File: src/rtl/unidade_despacho_param.sv
// Tomasulo dispatch unit: decodes one instruction per cycle, resolves its
// operands from the register status table (with CDB bypass) and issues it to
// the lowest-numbered free reservation station. If no station is free, the
// instruction is parked in a hold register and the queue is back-pressured.

// Operand resolver for one source operand (j or k).
module disp_opnd #(
  parameter int              DATA_W = 16,
  parameter int              TAG_W  = 3,
  parameter logic [DATA_W-1:0] VOID_D = '1
) (
  input  logic [TAG_W-1:0]  reg_qi,
  input  logic [DATA_W-1:0] reg_val,
  input  logic              cdb_valid,
  input  logic [TAG_W-1:0]  cdb_tag,
  input  logic [DATA_W-1:0] cdb_data,
  output logic [DATA_W-1:0] v,
  output logic [TAG_W-1:0]  q
);
  // Ready in the register file, caught on the CDB this cycle, or still pending.
  always_comb begin
    v = VOID_D;
    q = reg_qi;
    if (reg_qi == '0) begin
      v = reg_val;
      q = '0;
    end else if (cdb_valid && (cdb_tag == reg_qi)) begin
      v = cdb_data;
      q = '0;
    end
  end
endmodule

module unidade_despacho_param #(
  parameter int          DATA_W     = 16,
  parameter int          NRS        = 4,
  parameter int          TAG_W      = 3,
  parameter logic [15:0] VOID_VALUE = 16'hFFF0
) (
  input  logic                  Clock,
  input  logic                  Reset_n,
  input  logic                  Instr_Valid,
  input  logic [15:0]           Instr,
  output logic                  Instr_Ready,
  input  logic [8*TAG_W-1:0]    Reg_Qi,
  input  logic [8*DATA_W-1:0]   Reg_Data,
  input  logic [NRS-1:0]        Rs_Busy,
  input  logic                  CDB_Valid,
  input  logic [TAG_W-1:0]      CDB_Tag,
  input  logic [DATA_W-1:0]     CDB_Data,
  output logic [NRS-1:0]        Issue_En,
  output logic [DATA_W-1:0]     Vj,
  output logic [DATA_W-1:0]     Vk,
  output logic [TAG_W-1:0]      Qj,
  output logic [TAG_W-1:0]      Qk,
  output logic [2:0]            Opcode,
  output logic [2:0]            R_target,
  output logic                  RegStat_We,
  output logic [2:0]            RegStat_Reg,
  output logic [TAG_W-1:0]      RegStat_Tag,
  output logic [15:0]           Stall_Cycles
);
  localparam logic [DATA_W-1:0] VOID_D = DATA_W'(VOID_VALUE);
  localparam int NOPND = 2;  // source operands per instruction: j, k

  typedef enum logic {IDLE, HOLD} state_t;

  // Decoded fields actually used by dispatch (low nibble is unused).
  typedef struct packed {
    logic [2:0] op;
    logic [2:0] ri;
    logic [2:0] rj;
    logic [2:0] rk;
  } dinstr_t;

  state_t  state, state_nx;
  dinstr_t hold_q, cand;
  logic    cand_vld, cand_nop;
  logic    do_issue, do_capture;

  logic [NRS-1:0]   free, alloc_oh;
  logic [TAG_W-1:0] alloc_tag;

  logic [TAG_W-1:0]  qi_arr  [8];
  logic [DATA_W-1:0] dat_arr [8];

  logic [NOPND-1:0][2:0]        src_reg;
  logic [NOPND-1:0][TAG_W-1:0]  src_qi, res_q;
  logic [NOPND-1:0][DATA_W-1:0] src_val, res_v;

  logic unused_lo;
  assign unused_lo = ^Instr[3:0];

  // Unpack the register status / data buses into per-register views.
  for (genvar r = 0; r < 8; r++) begin : g_reg
    assign qi_arr[r]  = Reg_Qi[r*TAG_W +: TAG_W];
    assign dat_arr[r] = Reg_Data[r*DATA_W +: DATA_W];
  end

  assign Instr_Ready = (state == IDLE);

  // Candidate comes from the queue in IDLE, from the hold register in HOLD.
  always_comb begin
    cand     = (state == HOLD) ? hold_q : dinstr_t'(Instr[15:4]);
    cand_vld = (state == HOLD) ? 1'b1 : Instr_Valid;
    cand_nop = (cand.op == 3'b000);
  end

  // A station is free only if not busy and not strobed last cycle, since
  // Busy from a just-loaded station may not have risen yet.
  assign free = ~Rs_Busy & ~Issue_En;

  // Lowest-index free station wins.
  always_comb begin
    logic found;
    found     = 1'b0;
    alloc_oh  = '0;
    alloc_tag = '0;
    for (int k = 0; k < NRS; k++) begin
      if (free[k] && !found) begin
        found       = 1'b1;
        alloc_oh[k] = 1'b1;
        alloc_tag   = TAG_W'(k + 1);
      end
    end
  end

  // Operand resolution for j and k lanes.
  assign src_reg[0] = cand.rj;
  assign src_reg[1] = cand.rk;

  for (genvar i = 0; i < NOPND; i++) begin : g_opnd
    assign src_qi[i]  = qi_arr[src_reg[i]];
    assign src_val[i] = dat_arr[src_reg[i]];
    disp_opnd #(.DATA_W(DATA_W), .TAG_W(TAG_W), .VOID_D(VOID_D)) u_opnd (
      .reg_qi   (src_qi[i]),
      .reg_val  (src_val[i]),
      .cdb_valid(CDB_Valid),
      .cdb_tag  (CDB_Tag),
      .cdb_data (CDB_Data),
      .v        (res_v[i]),
      .q        (res_q[i])
    );
  end

  // FSM state register.
  always_ff @(posedge Clock or negedge Reset_n) begin
    if (!Reset_n) state <= IDLE;
    else          state <= state_nx;
  end

  // Next state and issue/capture decisions.
  always_comb begin
    state_nx   = state;
    do_issue   = 1'b0;
    do_capture = 1'b0;
    case (state)
      IDLE: begin
        if (cand_vld && !cand_nop) begin
          if (free != '0) do_issue = 1'b1;
          else begin
            do_capture = 1'b1;
            state_nx   = HOLD;
          end
        end
      end
      HOLD: begin
        if (free != '0) begin
          do_issue = 1'b1;
          state_nx = IDLE;
        end
      end
      default: state_nx = IDLE;
    endcase
  end

  // Hold register: parks a stalled instruction; discarded by reset.
  always_ff @(posedge Clock or negedge Reset_n) begin
    if (!Reset_n)        hold_q <= '0;
    else if (do_capture) hold_q <= dinstr_t'(Instr[15:4]);
  end

  // Saturating stall counter, counts cycles stuck in HOLD.
  always_ff @(posedge Clock or negedge Reset_n) begin
    if (!Reset_n) Stall_Cycles <= '0;
    else if (state == HOLD && free == '0 && Stall_Cycles != 16'hFFFF)
      Stall_Cycles <= Stall_Cycles + 16'd1;
  end

  // Issue registers: strobes pulse for one cycle, payload holds last issue.
  always_ff @(posedge Clock or negedge Reset_n) begin
    if (!Reset_n) begin
      Issue_En    <= '0;
      RegStat_We  <= 1'b0;
      Vj          <= VOID_D;
      Vk          <= VOID_D;
      Qj          <= '0;
      Qk          <= '0;
      Opcode      <= '0;
      R_target    <= '0;
      RegStat_Reg <= '0;
      RegStat_Tag <= '0;
    end else if (do_issue) begin
      Issue_En    <= alloc_oh;
      RegStat_We  <= 1'b1;
      Vj          <= res_v[0];
      Vk          <= res_v[1];
      Qj          <= res_q[0];
      Qk          <= res_q[1];
      Opcode      <= cand.op;
      R_target    <= cand.ri;
      RegStat_Reg <= cand.ri;
      RegStat_Tag <= alloc_tag;
    end else begin
      Issue_En    <= '0;
      RegStat_We  <= 1'b0;
    end
  end

endmodule
File: config.mk
export PLATFORM = sky130hd
export DESIGN_NAME = unidade_despacho_param
export DESIGN_NICKNAME = d
export VERILOG_FILES = /design/src/rtl/unidade_despacho_param.sv
export SDC_FILE = /design/constraint.sdc
export NUM_CORES = 1
export LEC_CHECK = 0
export ABC_CLOCK_PERIOD_IN_PS = 3600
export CAP_MARGIN = 20
export CORE_AREA = 2 2 167 120
export CTS_CLUSTER_SIZE = 8
export DETAILED_ROUTE_END_ITERATION = 10
export DIE_AREA = 0 0 169 122
export MAX_ROUTING_LAYER = met4
export PLACE_DENSITY = 0.73
export SLEW_MARGIN = 20
export SYNTH_ARGS = -nofsm -noshare
export SYNTH_HDL_FRONTEND = slang
export SYNTH_SLANG_ARGS = --single-unit
export TNS_END_PERCENT = 30
File: constraint.sdc
create_clock -name Clock -period 3.6 [get_ports Clock]
set_clock_uncertainty 0.2 [all_clocks]
set_input_delay 0.36 -clock Clock [delete_from_list [all_inputs] [get_ports Clock]]
set_output_delay 0.36 -clock Clock [all_outputs]
set_load 0.005 [all_outputs]
==> results summary <==
The flow ran to the end, and the final reports show no timing, DRC or antenna violations. The path with the worst hold slack has its endpoint at Opcode[2]. In this run the critical register-to-register path is captured at Vj[8]. The number of cells on the worst hold path came out at 2.

The critical path data required time is 3640 ps. The average routed wire per standard cell is 21.5 µm. The power per cell area came out at 332 nW/µm². Setup repair after global routing left no endpoint under its margin. The most common cell after layout, fill and taps aside is clkdlybuf4s50_1. In this run the deepest clock path goes through 2 buffers.

The count of pins on the block boundary is 267. The cell area after layout came out at 9880 µm². The remaining antenna violation count after routing came out at 0. Summing all multi-input logic gate instances after layout gives 4190 µm². The post-synthesis net count is 1018. The die outline height is 122 µm. The total of endpoints with negative setup slack in the final report is 0. The clock buffer count from CTS came out at 9. In this run the most critical hold path is launched from Opcode[2].

In the layout the commonest cells are clkdlybuf4s50_1, nand2_1, dfrtp_1, a311oi_1, and2_1. Walking the worst path, the cells encountered are buf_4, mux2_2, and2_1, a32oi_1, o31ai_2, nor4bb_1, a311o_1, buf_4, a31oi_1. The area share of the largest cell type after synthesis is 0.219. The count of unique library cells instantiated by Yosys came out at 58.

Across all hold checks on the routed design, the worst slack comes to 279 ps. TritonCTS built the clock tree. The worst setup path category is reg2reg.

The cell area after synthesis is 6520 µm². Post-CTS timing repair inserted 0 buffers for setup. After global routing the overflow that remains totals 0.

The antenna diode instance count is 0. Among all stages on the critical path, the largest delay is contributed by dfrtp_2. The leading register cell type out of synthesis is dfrtp_1. The via count came out at 7702. The count of flip-flops with a built-in enable after synthesis came out at 0. The area growth from synthesis to layout is 51.6%. After filler insertion, the fill cell instance count of the layout stands at 1800. The final layout contains 1271 nets. The highest clock rate came out at 290 MHz. The placeable core region came out at 19300 µm². After legalization and detailed placement, the total HPWL measured 20700 µm. The worst-case vdd ir drop came out at 0.250 mV. The pin count of the biggest net entering global routing is 82. The final weighted congestion of routability-driven global placement is 0.935.

The global-route total usage across every layer is 0.280. Clock tree synthesis selected as its root buffer the cell clkbuf_16. The final hold violation count is 0. The share of synthesized flip-flops with an asynchronous set or reset came out at 1.00. The number of maximum-capacitance violations is 0. In the final layout, the share of cells above drive strength 1 is 0.119. The total number of cells along the worst setup path came out at 9. The number of synthesized register bits is 81. The floorplan row count came out at 43.

The count of warnings emitted by yosys is 0. The headroom to the max-slew limit is 0.412. The mean post-synth cell area is 7.93 µm².

The post-route total power came out at 3.28 mW. For this run, the slowest stage of the critical path takes 630 ps. Summed over all failing endpoints, the final setup total negative slack is 0 ps. The die is 169 µm wide. Before antenna repair, the detailed router went through 8 iterations. Input and output buffers added on the ports amount to 262. The count of hold-fix buffers inserted at cts is 0. The slack of the worst reg-to-reg path came out at 150 ps.

The full die area is 20600 µm². CTS saw 81 sinks. Among cell families on the critical path, the largest total delay comes from compound AO/OA/AOI/OAI gates. Prior to clock tree synthesis, the placed netlist has a worst setup slack of 119 ps. In this run the static leakage power is 3.88 nW. The sequential cell area fraction in the yosys report is 0.316. The type of the most critical hold path is reg2reg. The cell area reported after detailed placement came out at 9580 µm². The via count of the first global-routing pass came to 7366. The clock input transition at the sequential cells of the worst setup and hold paths is 60 ps. Ranked by total cell area, the synthesized netlist is headed by dfrtp_1, nand2_1, dfstp_2.

The initial utilization of the core area, before any placement, comes to 0.338. The first global-routing pass estimated 42900 µm of wire. The number of pins exceeding their max-slew limit in the final report came out at 0. The violation count after the first detailed-routing iteration came out at 1092.

The H-tree depth reported by CTS came out at 3. The register area came out at 2060 µm². The time the final worst path needs with I/O delays and setup is 3450 ps. The worst setup path is captured at a flop.

The post-cts sizing count is 0. For the worst setup path, the data arrival time is 3480 ps. After detailed routing, the number of remaining DRC violations is 0. The slew of the pin with the lowest slew margin came out at 881 ps. The final critical-path share of the clock period came out at 0.957. Clock latency on the worst-skew pair, taken at its later pin, is 350 ps. The via-per-instance ratio came out at 5.80. Along the worst path, the maximum fanout reaches 13. STA classifies the critical path startpoint as a flop.

The initial antenna violation count was 0. The number of standard cells after synthesis is 822. Counting cells, the worst reg-to-reg path comes to 9. The post-synthesis cell type with the largest combined area is dfrtp_1. The count of buffer and inverter cells on the critical path came out at 2. The most numerous cell type found on the critical path is buf_4. The worst register-to-register path begins at state.

The routed wire length is 28500 µm. The final critical-path setup slack came out at 155 ps.
==> power breakdown <==
group / switching, mW / internal (mW)
Sequential: 0.108 / 1.05
Clock: 0.422 / 0.480
Combinational: 0.604 / 0.620
Total: 1.13 / 2.15
==> tightest hold or removal path, stage by stage (launching register included) <==
cell and delay [ps]:
dfrtp_1 340, nand2_1 50, o21ai_0 60
==> worst max path at each step <==
stage | start | to | slack [ps]
detailed placement | Instr[4] | Vk[4] | 120
floorplan | state | Vk[13] | 1080
finish | state | Vj[8] | 150
global placement | Instr[4] | Vk[6] | 130
CTS | state | Vj[4] | 220
global route | state | Vj[4] | 60
==> layout make-up <==
| type | count | area share |
|---|---|---|
| Clock inverter | 7 | 0.00595 |
| Multi-Input combinational cell | 662 | 0.424 |
| Inverter | 8 | 0.00304 |
| Clock buffer | 9 | 0.0228 |
| Tap cell | 247 | 0.0313 |
| Timing Repair Buffer | 313 | 0.305 |
| Sequential cell | 81 | 0.208 |
==> cells in the mapped netlist, drive strengths merged, types with 2 or more instances <==
cell and n:
a32oi 6, nor2b 4, nor4bb 2, nand3 20
a41o 8, o31a 2, mux2i 18, a221oi 6
and3 12, nand4 6, xnor2 14, clkbuf 50
dfrtp 57, a21boi 2, nand2b 9, o32ai 24
a32o 2, o31ai 9, a311oi 56, mux2 15
inv 8, and2 53, nand2 224, a211oi 50
xor2 7, a211o 2, nor4b 2, a31oi 32
buf 21, o21ai 18, dfstp 24, nand4b 2
nor4 3, a22o 4, a311o 2, nor3 6
a21oi 4, nor2 31
==> per-stage QoR <==
stage | instances | utilization
3_3_place_gp | 1310 | 0.497
4_1_cts | 1326 | 0.512
5_1_grt | 1327 | 0.513
6_report | 1327 | 0.513
2_1_floorplan | 822 | -
3_5_place_dp | 1310 | 0.497
==> state kept, by name, summed over array words and instances (netlist names) <==
register / cells
Stall_Cycles: 16
Vj: 16
Vk: 16
hold_q: 12
Issue_En: 4
Opcode: 3
Qj: 3
Qk: 3
RegStat_Reg: 3
RegStat_Tag: 3
RegStat_We: 1
state: 1
==> logic make-up (layout without fill, tap and decap cells) <==
logic type,count (synthesis),after routing,share of synthesized area
compound gates,229,229,0.279
xor+xnor,21,21,0.0282
fa+ha+maj,1,1,0.00192
buf+inv,79,337,0.0520
flops,81,81,0.316
mux,33,33,0.0570
simple gates,378,378,0.266
==> per-layer routing <==
layer | GRT usage | wire length, µm | vias to the layer above
met5 | - | 0 | -
met2 | 0.377 | 11600 | 474
met3 | 0.0744 | 3060 | 43
li1 | - | - | 3573
met4 | 0.0694 | 427 | 0
met1 | 0.411 | 13400 | 3612
No activity file was read; power rests on OpenSTA's default activity.
